File: src/rtl/tile_sequencer_pkg.sv
`default_nettype none
// +----------------------------------------------------------------------------+
// | Module   : tile_sequencer_pkg                                              |
// | Purpose  : Shared widths, FSM state encoding and helpers for the tile      |
// |            sequencer slice (interface, counter and top).                   |
// | Revision : 1.0 - initial release                                           |
// +----------------------------------------------------------------------------+
package tile_sequencer_pkg;

  localparam int A_W     = 8;
  localparam int B_W     = 19;
  localparam int D_W     = 71;
  localparam int SHIFT_W = 5;

  typedef enum logic [1:0] {
    ST_IDLE    = 2'd0,
    ST_PRELOAD = 2'd1,
    ST_COMPUTE = 2'd2,
    ST_DRAIN   = 2'd3
  } state_t;

  // Saturating increment for the 32-bit performance counters.
  function automatic logic [31:0] sat_inc(input logic [31:0] v);
    return (v == 32'hFFFF_FFFF) ? v : v + 32'd1;
  endfunction

endpackage
`default_nettype wire

File: src/rtl/tile_sequencer_if.sv
`default_nettype none
// +----------------------------------------------------------------------------+
// | Module   : tile_sequencer_if                                               |
// | Purpose  : Command and operand-beat channels of the tile sequencer.        |
// |   cmd_valid/cmd_ready : command handshake                                  |
// |   cmd_rows            : compute rows minus one                             |
// |   cmd_shift           : output shift for the command                       |
// |   cmd_preload         : one preload beat of d precedes compute             |
// |   op_valid/op_ready   : operand beat handshake                             |
// |   op_a/op_b/op_d      : operand beat payload                               |
// |   master = producer of commands/operands, slave = the sequencer            |
// | Revision : 1.0 - initial release                                           |
// +----------------------------------------------------------------------------+
interface tile_sequencer_if
  import tile_sequencer_pkg::*;
#(
  parameter int ROWS_W = 8
) ();

  logic               cmd_valid;
  logic               cmd_ready;
  logic [ROWS_W-1:0]  cmd_rows;
  logic [SHIFT_W-1:0] cmd_shift;
  logic               cmd_preload;

  logic               op_valid;
  logic               op_ready;
  logic [A_W-1:0]     op_a;
  logic [B_W-1:0]     op_b;
  logic [D_W-1:0]     op_d;

  modport master (
    output cmd_valid, cmd_rows, cmd_shift, cmd_preload,
    output op_valid, op_a, op_b, op_d,
    input  cmd_ready, op_ready
  );

  modport slave (
    input  cmd_valid, cmd_rows, cmd_shift, cmd_preload,
    input  op_valid, op_a, op_b, op_d,
    output cmd_ready, op_ready
  );

endinterface
`default_nettype wire

File: src/rtl/tile_seq_counter.sv
`default_nettype none
// +----------------------------------------------------------------------------+
// | Module   : tile_seq_counter                                                |
// | Purpose  : Loadable up-counter with a terminal-value compare.              |
// |   clock, reset : clock and synchronous active-high reset                   |
// |   load/load_val: load a start value (priority over inc)                    |
// |   inc          : increment by one                                          |
// |   term         : terminal value; at_term = (count == term)                 |
// | Revision : 1.0 - initial release                                           |
// +----------------------------------------------------------------------------+
module tile_seq_counter #(
  parameter int W = 9
) (
  input  logic         clock,
  input  logic         reset,
  input  logic         load,
  input  logic [W-1:0] load_val,
  input  logic         inc,
  input  logic [W-1:0] term,
  output logic         at_term
);

  logic [W-1:0] count_q;
  logic [W-1:0] count_d;

  always_comb begin
    count_d = count_q;
    if (load) begin
      count_d = load_val;
    end else if (inc) begin
      count_d = count_q + W'(1);
    end
  end

  always_ff @(posedge clock) begin
    if (reset) begin
      count_q <= '0;
    end else begin
      count_q <= count_d;
    end
  end

  assign at_term = (count_q == term);

endmodule
`default_nettype wire

File: src/rtl/tile_sequencer.sv
`default_nettype none
// +----------------------------------------------------------------------------+
// | Module   : tile_sequencer                                                  |
// | Purpose  : Sequences one command into an optional preload beat followed   |
// |            by rows+1 compute beats to a PE tile, then waits for rows+1     |
// |            results before pulsing done.                                    |
// |   clock, reset          : single clock, synchronous active-high reset      |
// |   bus (slave)           : command and operand channels                     |
// |   tile_in_*             : registered drive into the PE tile                |
// |   tile_out_valid/_c     : tile results                                     |
// |   res_valid/res_c       : combinational pass-through of tile results       |
// |   done                  : one-cycle pulse at command completion            |
// |   Build macro TILE_SEQ_PERF_EN adds perf_busy_cycles / perf_stall_cycles.  |
// | Revision : 1.0 - initial release                                           |
// +----------------------------------------------------------------------------+
module tile_sequencer
  import tile_sequencer_pkg::*;
#(
  parameter int ROWS_W = 8
) (
  input  logic               clock,
  input  logic               reset,
  tile_sequencer_if.slave    bus,
  output logic [A_W-1:0]     tile_in_a,
  output logic [B_W-1:0]     tile_in_b,
  output logic [D_W-1:0]     tile_in_d,
  output logic               tile_in_control_propagate,
  output logic [SHIFT_W-1:0] tile_in_control_shift,
  output logic               tile_in_valid,
  input  logic               tile_out_valid,
  input  logic [D_W-1:0]     tile_out_c,
  output logic               res_valid,
  output logic [D_W-1:0]     res_c,
  output logic               done
`ifdef TILE_SEQ_PERF_EN
  ,
  output logic [31:0]        perf_busy_cycles,
  output logic [31:0]        perf_stall_cycles
`endif
);

  // One extra bit so rows = 2^ROWS_W-1 can count rows+1 without wrapping.
  localparam int CNT_W = ROWS_W + 1;

  state_t             state_q,     state_d;
  logic [ROWS_W-1:0]  rows_q,      rows_d;
  logic [SHIFT_W-1:0] shift_q,     shift_d;
  logic               prop_q,      prop_d;
  logic [A_W-1:0]     a_q,         a_d;
  logic [B_W-1:0]     b_q,         b_d;
  logic [D_W-1:0]     d_q,         d_d;
  logic [SHIFT_W-1:0] out_shift_q, out_shift_d;
  logic               out_prop_q,  out_prop_d;
  logic               valid_q,     valid_d;
  logic               done_q,      done_d;

  logic               cmd_fire;
  logic               op_fire;
  logic               iss_inc;
  logic               ret_inc;
  logic               iss_last;
  logic               ret_last;
  logic [CNT_W-1:0]   iss_term;
  logic [CNT_W-1:0]   ret_term;

  assign bus.cmd_ready = (state_q == ST_IDLE);
  assign bus.op_ready  = (state_q == ST_PRELOAD) || (state_q == ST_COMPUTE);

  assign cmd_fire = bus.cmd_valid && bus.cmd_ready;
  assign op_fire  = bus.op_valid && bus.op_ready;
  assign iss_inc  = (state_q == ST_COMPUTE) && op_fire;
  // Results that show up while idle are passed through but never counted.
  assign ret_inc  = tile_out_valid && ((state_q == ST_COMPUTE) || (state_q == ST_DRAIN));

  // Issue terminal is compared before the increment, so matching rows means
  // the beat being accepted now is beat rows+1.
  assign iss_term = {1'b0, rows_q};
  assign ret_term = iss_term + CNT_W'(1);

  tile_seq_counter #(.W(CNT_W)) u_issue_cnt (
    .clock    (clock),
    .reset    (reset),
    .load     (cmd_fire),
    .load_val ('0),
    .inc      (iss_inc),
    .term     (iss_term),
    .at_term  (iss_last)
  );

  tile_seq_counter #(.W(CNT_W)) u_return_cnt (
    .clock    (clock),
    .reset    (reset),
    .load     (cmd_fire),
    .load_val ('0),
    .inc      (ret_inc),
    .term     (ret_term),
    .at_term  (ret_last)
  );

  always_comb begin
    state_d     = state_q;
    rows_d      = rows_q;
    shift_d     = shift_q;
    prop_d      = prop_q;
    a_d         = a_q;
    b_d         = b_q;
    d_d         = d_q;
    out_shift_d = out_shift_q;
    out_prop_d  = out_prop_q;
    valid_d     = 1'b0;
    done_d      = 1'b0;

    case (state_q)
      ST_IDLE: begin
        if (bus.cmd_valid) begin
          rows_d  = bus.cmd_rows;
          shift_d = bus.cmd_shift;
          if (bus.cmd_preload) begin
            // Preloading flips the double-buffer select for the new command.
            prop_d  = ~prop_q;
            state_d = ST_PRELOAD;
          end else begin
            state_d = ST_COMPUTE;
          end
        end
      end
      ST_PRELOAD: begin
        if (op_fire) begin
          d_d         = bus.op_d;
          out_shift_d = shift_q;
          out_prop_d  = prop_q;
          state_d     = ST_COMPUTE;
        end
      end
      ST_COMPUTE: begin
        if (op_fire) begin
          a_d         = bus.op_a;
          b_d         = bus.op_b;
          d_d         = bus.op_d;
          valid_d     = 1'b1;
          out_shift_d = shift_q;
          out_prop_d  = prop_q;
          if (iss_last) begin
            state_d = ST_DRAIN;
          end
        end
      end
      ST_DRAIN: begin
        if (ret_last) begin
          done_d  = 1'b1;
          state_d = ST_IDLE;
        end
      end
      default: state_d = ST_IDLE;
    endcase
  end

  always_ff @(posedge clock) begin
    if (reset) begin
      state_q     <= ST_IDLE;
      rows_q      <= '0;
      shift_q     <= '0;
      prop_q      <= 1'b0;
      a_q         <= '0;
      b_q         <= '0;
      d_q         <= '0;
      out_shift_q <= '0;
      out_prop_q  <= 1'b0;
      valid_q     <= 1'b0;
      done_q      <= 1'b0;
    end else begin
      state_q     <= state_d;
      rows_q      <= rows_d;
      shift_q     <= shift_d;
      prop_q      <= prop_d;
      a_q         <= a_d;
      b_q         <= b_d;
      d_q         <= d_d;
      out_shift_q <= out_shift_d;
      out_prop_q  <= out_prop_d;
      valid_q     <= valid_d;
      done_q      <= done_d;
    end
  end

  assign tile_in_a                 = a_q;
  assign tile_in_b                 = b_q;
  assign tile_in_d                 = d_q;
  assign tile_in_control_shift     = out_shift_q;
  assign tile_in_control_propagate = out_prop_q;
  assign tile_in_valid             = valid_q;
  assign done                      = done_q;

  assign res_valid = tile_out_valid;
  assign res_c     = tile_out_c;

`ifdef TILE_SEQ_PERF_EN
  logic [31:0] busy_q,  busy_d;
  logic [31:0] stall_q, stall_d;

  always_comb begin
    busy_d  = busy_q;
    stall_d = stall_q;
    if (state_q != ST_IDLE) begin
      busy_d = sat_inc(busy_q);
    end
    if (bus.op_ready && !bus.op_valid) begin
      stall_d = sat_inc(stall_q);
    end
  end

  always_ff @(posedge clock) begin
    if (reset) begin
      busy_q  <= '0;
      stall_q <= '0;
    end else begin
      busy_q  <= busy_d;
      stall_q <= stall_d;
    end
  end

  assign perf_busy_cycles  = busy_q;
  assign perf_stall_cycles = stall_q;
`endif

endmodule
`default_nettype wire

File: src/flat_wrapper.sv
// flat-port wrapper written by rule: the top's interface ports become plain ports
module tile_sequencer_flat import tile_sequencer_pkg::*;
#(
  parameter int ROWS_W = 8
)
  (clock, reset, tile_in_a, tile_in_b, tile_in_d, tile_in_control_propagate, tile_in_control_shift, tile_in_valid, tile_out_valid, tile_out_c, res_valid, res_c, done, bus_cmd_valid, bus_cmd_rows, bus_cmd_shift, bus_cmd_preload, bus_op_valid, bus_op_a, bus_op_b, bus_op_d, bus_cmd_ready, bus_op_ready);
  tile_sequencer_if #(.ROWS_W(ROWS_W)) bus_i ();
  input  logic clock;
  input  logic reset;
  output logic [A_W-1:0] tile_in_a;
  output logic [B_W-1:0] tile_in_b;
  output logic [D_W-1:0] tile_in_d;
  output logic tile_in_control_propagate;
  output logic [SHIFT_W-1:0] tile_in_control_shift;
  output logic tile_in_valid;
  input  logic tile_out_valid;
  input  logic [D_W-1:0] tile_out_c;
  output logic res_valid;
  output logic [D_W-1:0] res_c;
  output logic done;
  input wire logic [$bits(bus_i.cmd_valid)-1:0] bus_cmd_valid;
  input wire logic [$bits(bus_i.cmd_rows)-1:0] bus_cmd_rows;
  input wire logic [$bits(bus_i.cmd_shift)-1:0] bus_cmd_shift;
  input wire logic [$bits(bus_i.cmd_preload)-1:0] bus_cmd_preload;
  input wire logic [$bits(bus_i.op_valid)-1:0] bus_op_valid;
  input wire logic [$bits(bus_i.op_a)-1:0] bus_op_a;
  input wire logic [$bits(bus_i.op_b)-1:0] bus_op_b;
  input wire logic [$bits(bus_i.op_d)-1:0] bus_op_d;
  output wire logic [$bits(bus_i.cmd_ready)-1:0] bus_cmd_ready;
  output wire logic [$bits(bus_i.op_ready)-1:0] bus_op_ready;
  assign bus_i.cmd_valid = bus_cmd_valid;
  assign bus_i.cmd_rows = bus_cmd_rows;
  assign bus_i.cmd_shift = bus_cmd_shift;
  assign bus_i.cmd_preload = bus_cmd_preload;
  assign bus_i.op_valid = bus_op_valid;
  assign bus_i.op_a = bus_op_a;
  assign bus_i.op_b = bus_op_b;
  assign bus_i.op_d = bus_op_d;
  assign bus_cmd_ready = bus_i.cmd_ready;
  assign bus_op_ready = bus_i.op_ready;
  tile_sequencer #(.ROWS_W(ROWS_W)) u_core (.clock(clock), .reset(reset), .bus(bus_i), .tile_in_a(tile_in_a), .tile_in_b(tile_in_b), .tile_in_d(tile_in_d), .tile_in_control_propagate(tile_in_control_propagate), .tile_in_control_shift(tile_in_control_shift), .tile_in_valid(tile_in_valid), .tile_out_valid(tile_out_valid), .tile_out_c(tile_out_c), .res_valid(res_valid), .res_c(res_c), .done(done));
endmodule
File: config.mk
export PLATFORM = sky130hd
export DESIGN_NAME = tile_sequencer_flat
export DESIGN_NICKNAME = d
export VERILOG_FILES = /design/src/rtl/tile_sequencer_pkg.sv /design/src/rtl/tile_sequencer_if.sv /design/src/rtl/tile_seq_counter.sv /design/src/rtl/tile_sequencer.sv /design/src/flat_wrapper.sv
export SDC_FILE = /design/constraint.sdc
export NUM_CORES = 1
export LEC_CHECK = 0
export CAP_MARGIN = 20
export CORE_AREA = 2 2 144 146
export CTS_CLUSTER_DIAMETER = 80
export DETAILED_ROUTE_END_ITERATION = 12
export DIE_AREA = 0 0 146 148
export GPL_TIMING_DRIVEN = 1
export PLACE_DENSITY = 0.7
export SLEW_MARGIN = 20
export SYNTH_ARGS = -nofsm -noshare
export SYNTH_HDL_FRONTEND = slang
export SYNTH_SLANG_ARGS = --single-unit
File: constraint.sdc
create_clock -name clock -period 4.13 [get_ports clock]
set_clock_uncertainty 0.2 [all_clocks]
set_input_delay 0.6195 -clock clock [delete_from_list [all_inputs] [get_ports clock]]
set_output_delay 0.6195 -clock clock [all_outputs]
set_load 0.01 [all_outputs]
# Word level (Yosys, flattened, before mapping)
# Index checks and enable logic that the tools add are counted.
# totals
reg_bits,140
output_inout_bits,180
# op_classes
n_addsub,3
eq_ne,10
muxes,9
n_bitwise,3
reduce_logical,16
# op_table
operator,n
"adder 9 x 1 -> 9 bit, second input constant",2
two-way mux 2 bit,6
"adder 8 x 1 -> 9 bit, second input constant",1
== test 9 x 8 -> 1 bit,1
== test 9 bit,1
"inequality test 2 x 1 -> 1 bit, second input constant",4
one-hot mux 2 bit (4 select lines),1
OR reduction 2 bit,4
AND reduction 2 bit,3
AND reduction 5 bit,1
"== test 2 bit, second input constant",2
logical AND 1 bit,4
inverter 1 bit,3
AND reduction 3 bit,1
"== test 2 x 1 -> 1 bit, second input constant",1
logical NOT 2 bit,1
logical OR 1 bit,2
two-way mux 1 bit,2
"inequality test 2 bit, second input constant",1

# Logic depth before layout (Yosys ltp)
# depth
depth_word,5
ltp_mapped,9

# Modules after synthesis
# A second synthesis with hierarchy kept.
# unflattened
hier_cells,777
hier_area_um2,6217.2
# modules_own_cells
module,n_inst,cells_each,area_per_inst_um2
tile_sequencer,1,631,4978.5
tile_seq_counter,2,73,619.3

# Worst setup path before layout
# No wires, ideal clock.
# synth_timing
kind,register to register
startpoint,register u_core.rows_q[0]
endpoint,register u_core.state_q[0]
setup_ps,123
arrival_time_ps,1943
t_required_ps,3807
setup_slack_ps,1863
stages_incl_launch_ff,8
path_cell_list,dfxtp_1 -> ha_1 -> xnor2_1 -> o211ai_1 -> nor4b_2 -> o2111ai_1 -> a221oi_2 -> mux2_1
# synth_via
elab_chain_len,4
# synth_rtl
element,line,text
"start, declared",tile_sequencer.sv:46,"logic [ROWS_W-1:0] rows_q, rows_d;"
"start signal, assigned",tile_sequencer.sv:173,rows_q <= rows_d;
adder 8 x 1 -> 9 bit,tile_sequencer.sv:78,assign ret_term = iss_term + CNT_W'(1);
== test 9 bit,tile_seq_counter.sv:43,assign at_term = (count_q == term);
inequality test 2 x 1 -> 1 bit (no line),n/a,
AND reduction 5 bit (no line) *,n/a,
"end signal, assigned",tile_sequencer.sv:172,state_q <= state_d;
"end, declared",tile_sequencer.sv:45,"state_t state_q, state_d;"
# Every way passes the cells marked *; elsewhere a longest branch is shown, timed or not.
# A chain may end at the register's enable or synchronous reset.

# Final worst setup path
# layout_timing
startpoint,register u_core.state_q[0]
endpoint,output port bus_op_ready
# layout_via
elab_chain_len,2
# layout_rtl
element,line,text
== test 2 x 1 -> 1 bit or == test 2 bit (tied branches),tile_sequencer.sv:67,assign bus.op_ready = (state_q == ST_PRELOAD) || (state_q == ST_COMPUTE);
logical OR 1 bit *,tile_sequencer.sv:67,
"end, declared",flat_wrapper.sv:30,output wire logic [$bits(bus_i.op_ready)-1:0] bus_op_ready;
# Marks and branches as above.

==> impl_metrics.csv <==
group,metric,value,unit
cts,cts_sinks,140,
critical_path,cp.arrival,1.96,ns
yosys,yosysMostFrequentCell,"nand2_1",
yosys,synth_area,0.00591,mm²
power,ir_drop,260,µV
critical_path,cp.depth,3,
yosys,yosys.area_share.simple,21.1,%
yosys,avgSynthCellArea,7.87,µm²
worst_hold_path,hold_end,"u_core.tile_in_d[15]",
power,power.share.sequential,36.0,%
cts,h-tree-depth,4,
grt,grt_pass1_wl,26300,µm
cts,hold_buffers,0,
die,core_area,0.0200,mm²
critical_path,crit_fanout,5,
critical_path,cp_cell_sequence,"inv_1 -> ha_1 -> clkdlybuf4s50_1",
yosys,async_flop_share,0,%
final_layout,syn2layout_area_growth,43.3,%
yosys,synth_top_area_share,47.4,%
drt,wirelength,16500,µm
yosys,post-synth-top-area-cell,"dfxtp_1",
timing,timing.final.max_slew_violations,0,
yosys,synth_compound_area_share,12.3,%
yosys,synth_commonest_cells,"254 x nand2_1, 140 x dfxtp_1, 122 x a21oi_1, 72 x buf_4, 34 x clkbuf_1",
yosys,yosys-top-cells-area,"dfxtp_1 47%, nand2_1 16%, a21oi_1 10%",
timing,setup_viol,0,
final_layout,fin_cells,1164,
final_layout,drive_above_1_share,4.81,%
placement,port_buffers,225,
power,switchingPower,1.51,mW
yosys,synthXorXnorAreaFrac,4.44,%
critical_path,worstReg2RegEnd,"u_core.state_q[0]",
drt,routed_via_density,4.51,
cts,clkTransAtPathRegs,0.06,ns
cts,cts_setup_buffers,0,
job,max-cap-violations,0,
outcome,outcome,"finished, final reports clean",
cts,numCtsBuffers,17,
yosys,synth-adder-area-share,1.48,%
drt,wl_per_cell,14.2,µm
critical_path,cp_slowest_cell,"clkdlybuf4s50_1",
critical_path,end_kind,"output pin",
drt,drt_iter0_markers,175,
power,combPwrFrac,29.8,%
timing,worst_slew_pin_slew,1.07,ns
critical_path,reg2reg_from,"u_core.rows_q[0]",
critical_path,r2r_setup_slack,1.58,ns
timing,setup-tns-final,0,ns
die,start_util,29.5,%
critical_path,crit_type,"flip-flop to output pin",
power,p_leak,2.95,nW
yosys,synth_cell_types,36,
yosys,yosysWarnings,0,
cts,ctsResizeCount,0,
placement,place_inst,1132,
grt,gr-total-overflow,0,
drt,ant_nets,0,
timing,slew_headroom,28.7,%
yosys,ys_seq_area_share,47.4,%
grt,grt_start_max_net_pins,78,
die,die_w,146,µm
timing,finalHoldViolations,0,
final_layout,layout.nets,1076,
cts,cts_tree,"yes",
critical_path,start_kind,"flip-flop",
critical_path,critical_path.top_delay_family,"buffers and inverters",
die,ios,368,
timing,rsz0062_at_grt,"no",
power,intPower,3.30,mW
timing,post-route-period-util,67.3,%
cts,cts.path.max_buffers,2,
critical_path,required,3.31,ns
yosys,synthFlopType,"dfxtp_1",
die,die_area,0.0216,mm²
critical_path,crit_buf_inv,2,
critical_path,worstRegToRegCells,7,
yosys,synth.area.mux_share,0.698,%
grt,antenna_found_initial,0,
worst_hold_path,hold_depth,2,
critical_path,slowest_delay,0.63,ns
yosys,syn_inst,751,
yosys,synth_fp_nets,946,
die,rows,52,
drt,vias,5251,
die,die_y,148,µm
grt,grt_pass1_vias,5097,
cts,cts_root_buf,"clkbuf_16",
power,swShare,31.4,%
yosys,ys_ff_latch,140,
placement,gp_congestion,0.780,
drt,drc_errors,0,
final_layout,n_antenna_cell,0,
timing,fmax,360,MHz
yosys,synth_edf_count,0,
timing,finalCriticalPeriod,2.78,ns
placement,dp_hpwl,11400,µm
drt,dr.pass1.iters,4,
worst_hold_path,hold_start,"u_core.tile_in_d[15]",
grt,track_usage,15.2,%
power,clockPowerShare,34.2,%
cts,clock_latency,0.41,ns
yosys,synth_top_family_by_area,"simple AND/OR/NAND/NOR gates",
worst_hold_path,hp-class,"flip-flop to flip-flop",
power,p_per_area,567,mW/mm²
[per-layer routing]
layer | global-route usage [%] | up-vias | share of wire (%)
li1 | - | 2613 | -
met1 | 18.1 | 2399 | 43
met2 | 24.6 | 196 | 46
met3 | 6.02 | 43 | 8.1
met4 | 5.73 | 0 | 2.3
met5 | 0 | - | 0
[flip-flops by register name, summed over array words and instances, names as in the netlist]
name	cells
u_core.tile_in_control_propagate	1
u_core.u_issue_cnt.count_q	9
u_core.tile_in_control_shift	5
u_core.tile_in_valid	1
u_core.tile_in_b	19
u_core.rows_q	8
u_core.tile_in_d	71
u_core.shift_q	5
u_core.done	1
u_core.prop_q	1
u_core.tile_in_a	8
u_core.state_q	2
u_core.u_return_cnt.count_q	9
[layout by cell type (no fill, tap or decap), drive strengths merged, types with 4 or more instances in the layout]
| cell | n |
|---|---|
| nor2 | 20 |
| or3 | 4 |
| nand2 | 254 |
| bufinv | 4 |
| clkbuf | 19 |
| ha | 7 |
| inv | 7 |
| a21oi | 122 |
| dfxtp | 140 |
| nand4 | 9 |
| o21ai | 7 |
| xor2 | 16 |
| xnor2 | 14 |
| clkdlybuf4s50 | 224 |
| and2 | 4 |
| buf | 8 |
[power groups by stage]
stage,logic [mW],registers [mW],clock network (mW)
finish,1.43,1.73,1.64
global route,1.57,1.76,1.75
CTS,1.46,1.73,1.68
detailed placement,1.45,1.76,0
global placement,1.44,1.75,0
floorplan,0.718,1.82,0
[metrics by stage]
step           total power [mW]  area (µm²)  setup slack, ns  hold slack [ns]  utilization [%]
5_1_grt                    5.09        8470             1.25            0.270             42.3
3_5_place_dp               3.21        7840             1.45            0.246             39.1
3_3_place_gp               3.19        7840             1.47            0.240             39.1
6_report                   4.81        8470             1.35            0.252             42.3
4_1_cts                    4.87        8470             1.31            0.254             42.3
2_1_floorplan              2.54        5910             1.86            0.232                -
[cell families (layout without fill, tap and decap cells)]
kind of cell / after synthesis / in the layout
simple gates: 307 / 307
mux: 4 / 4
fa+ha+maj: 7 / 7
compound gates: 138 / 138
xor+xnor: 30 / 30
buf+inv: 125 / 268
flops: 140 / 140
[how the worst max path moves through the flow]
stage	from	endpoint	slack, ns
2_1_floorplan	u_core.rows_q[0]	u_core.state_q[0]	1.86
3_3_place_gp	bus_op_valid	u_core.u_issue_cnt.count_q[7]	1.47
3_5_place_dp	bus_op_valid	u_core.u_issue_cnt.count_q[7]	1.45
4_1_cts	u_core.state_q[1]	bus_op_ready	1.31
5_1_grt	u_core.state_q[0]	bus_op_ready	1.25
6_report	u_core.state_q[0]	bus_op_ready	1.35
[tightest hold or removal path: cells and delay by family (launching register included)]
family,cells,cell delay [ns]
flops,1,0.31
simple gates,1,0.05
compound gates,1,0.05
[layout make-up]
type / count / area, µm²
fillers: 2051 / 11600
flip-flops and latches: 140 / 2800
multi-input cells: 486 / 2370
repair buffers: 232 / 2310
clock buffers: 19 / 443
well taps: 270 / 338
clock inverters: 13 / 188
inverters: 4 / 15.0
Power figures use the tool's default switching activity.
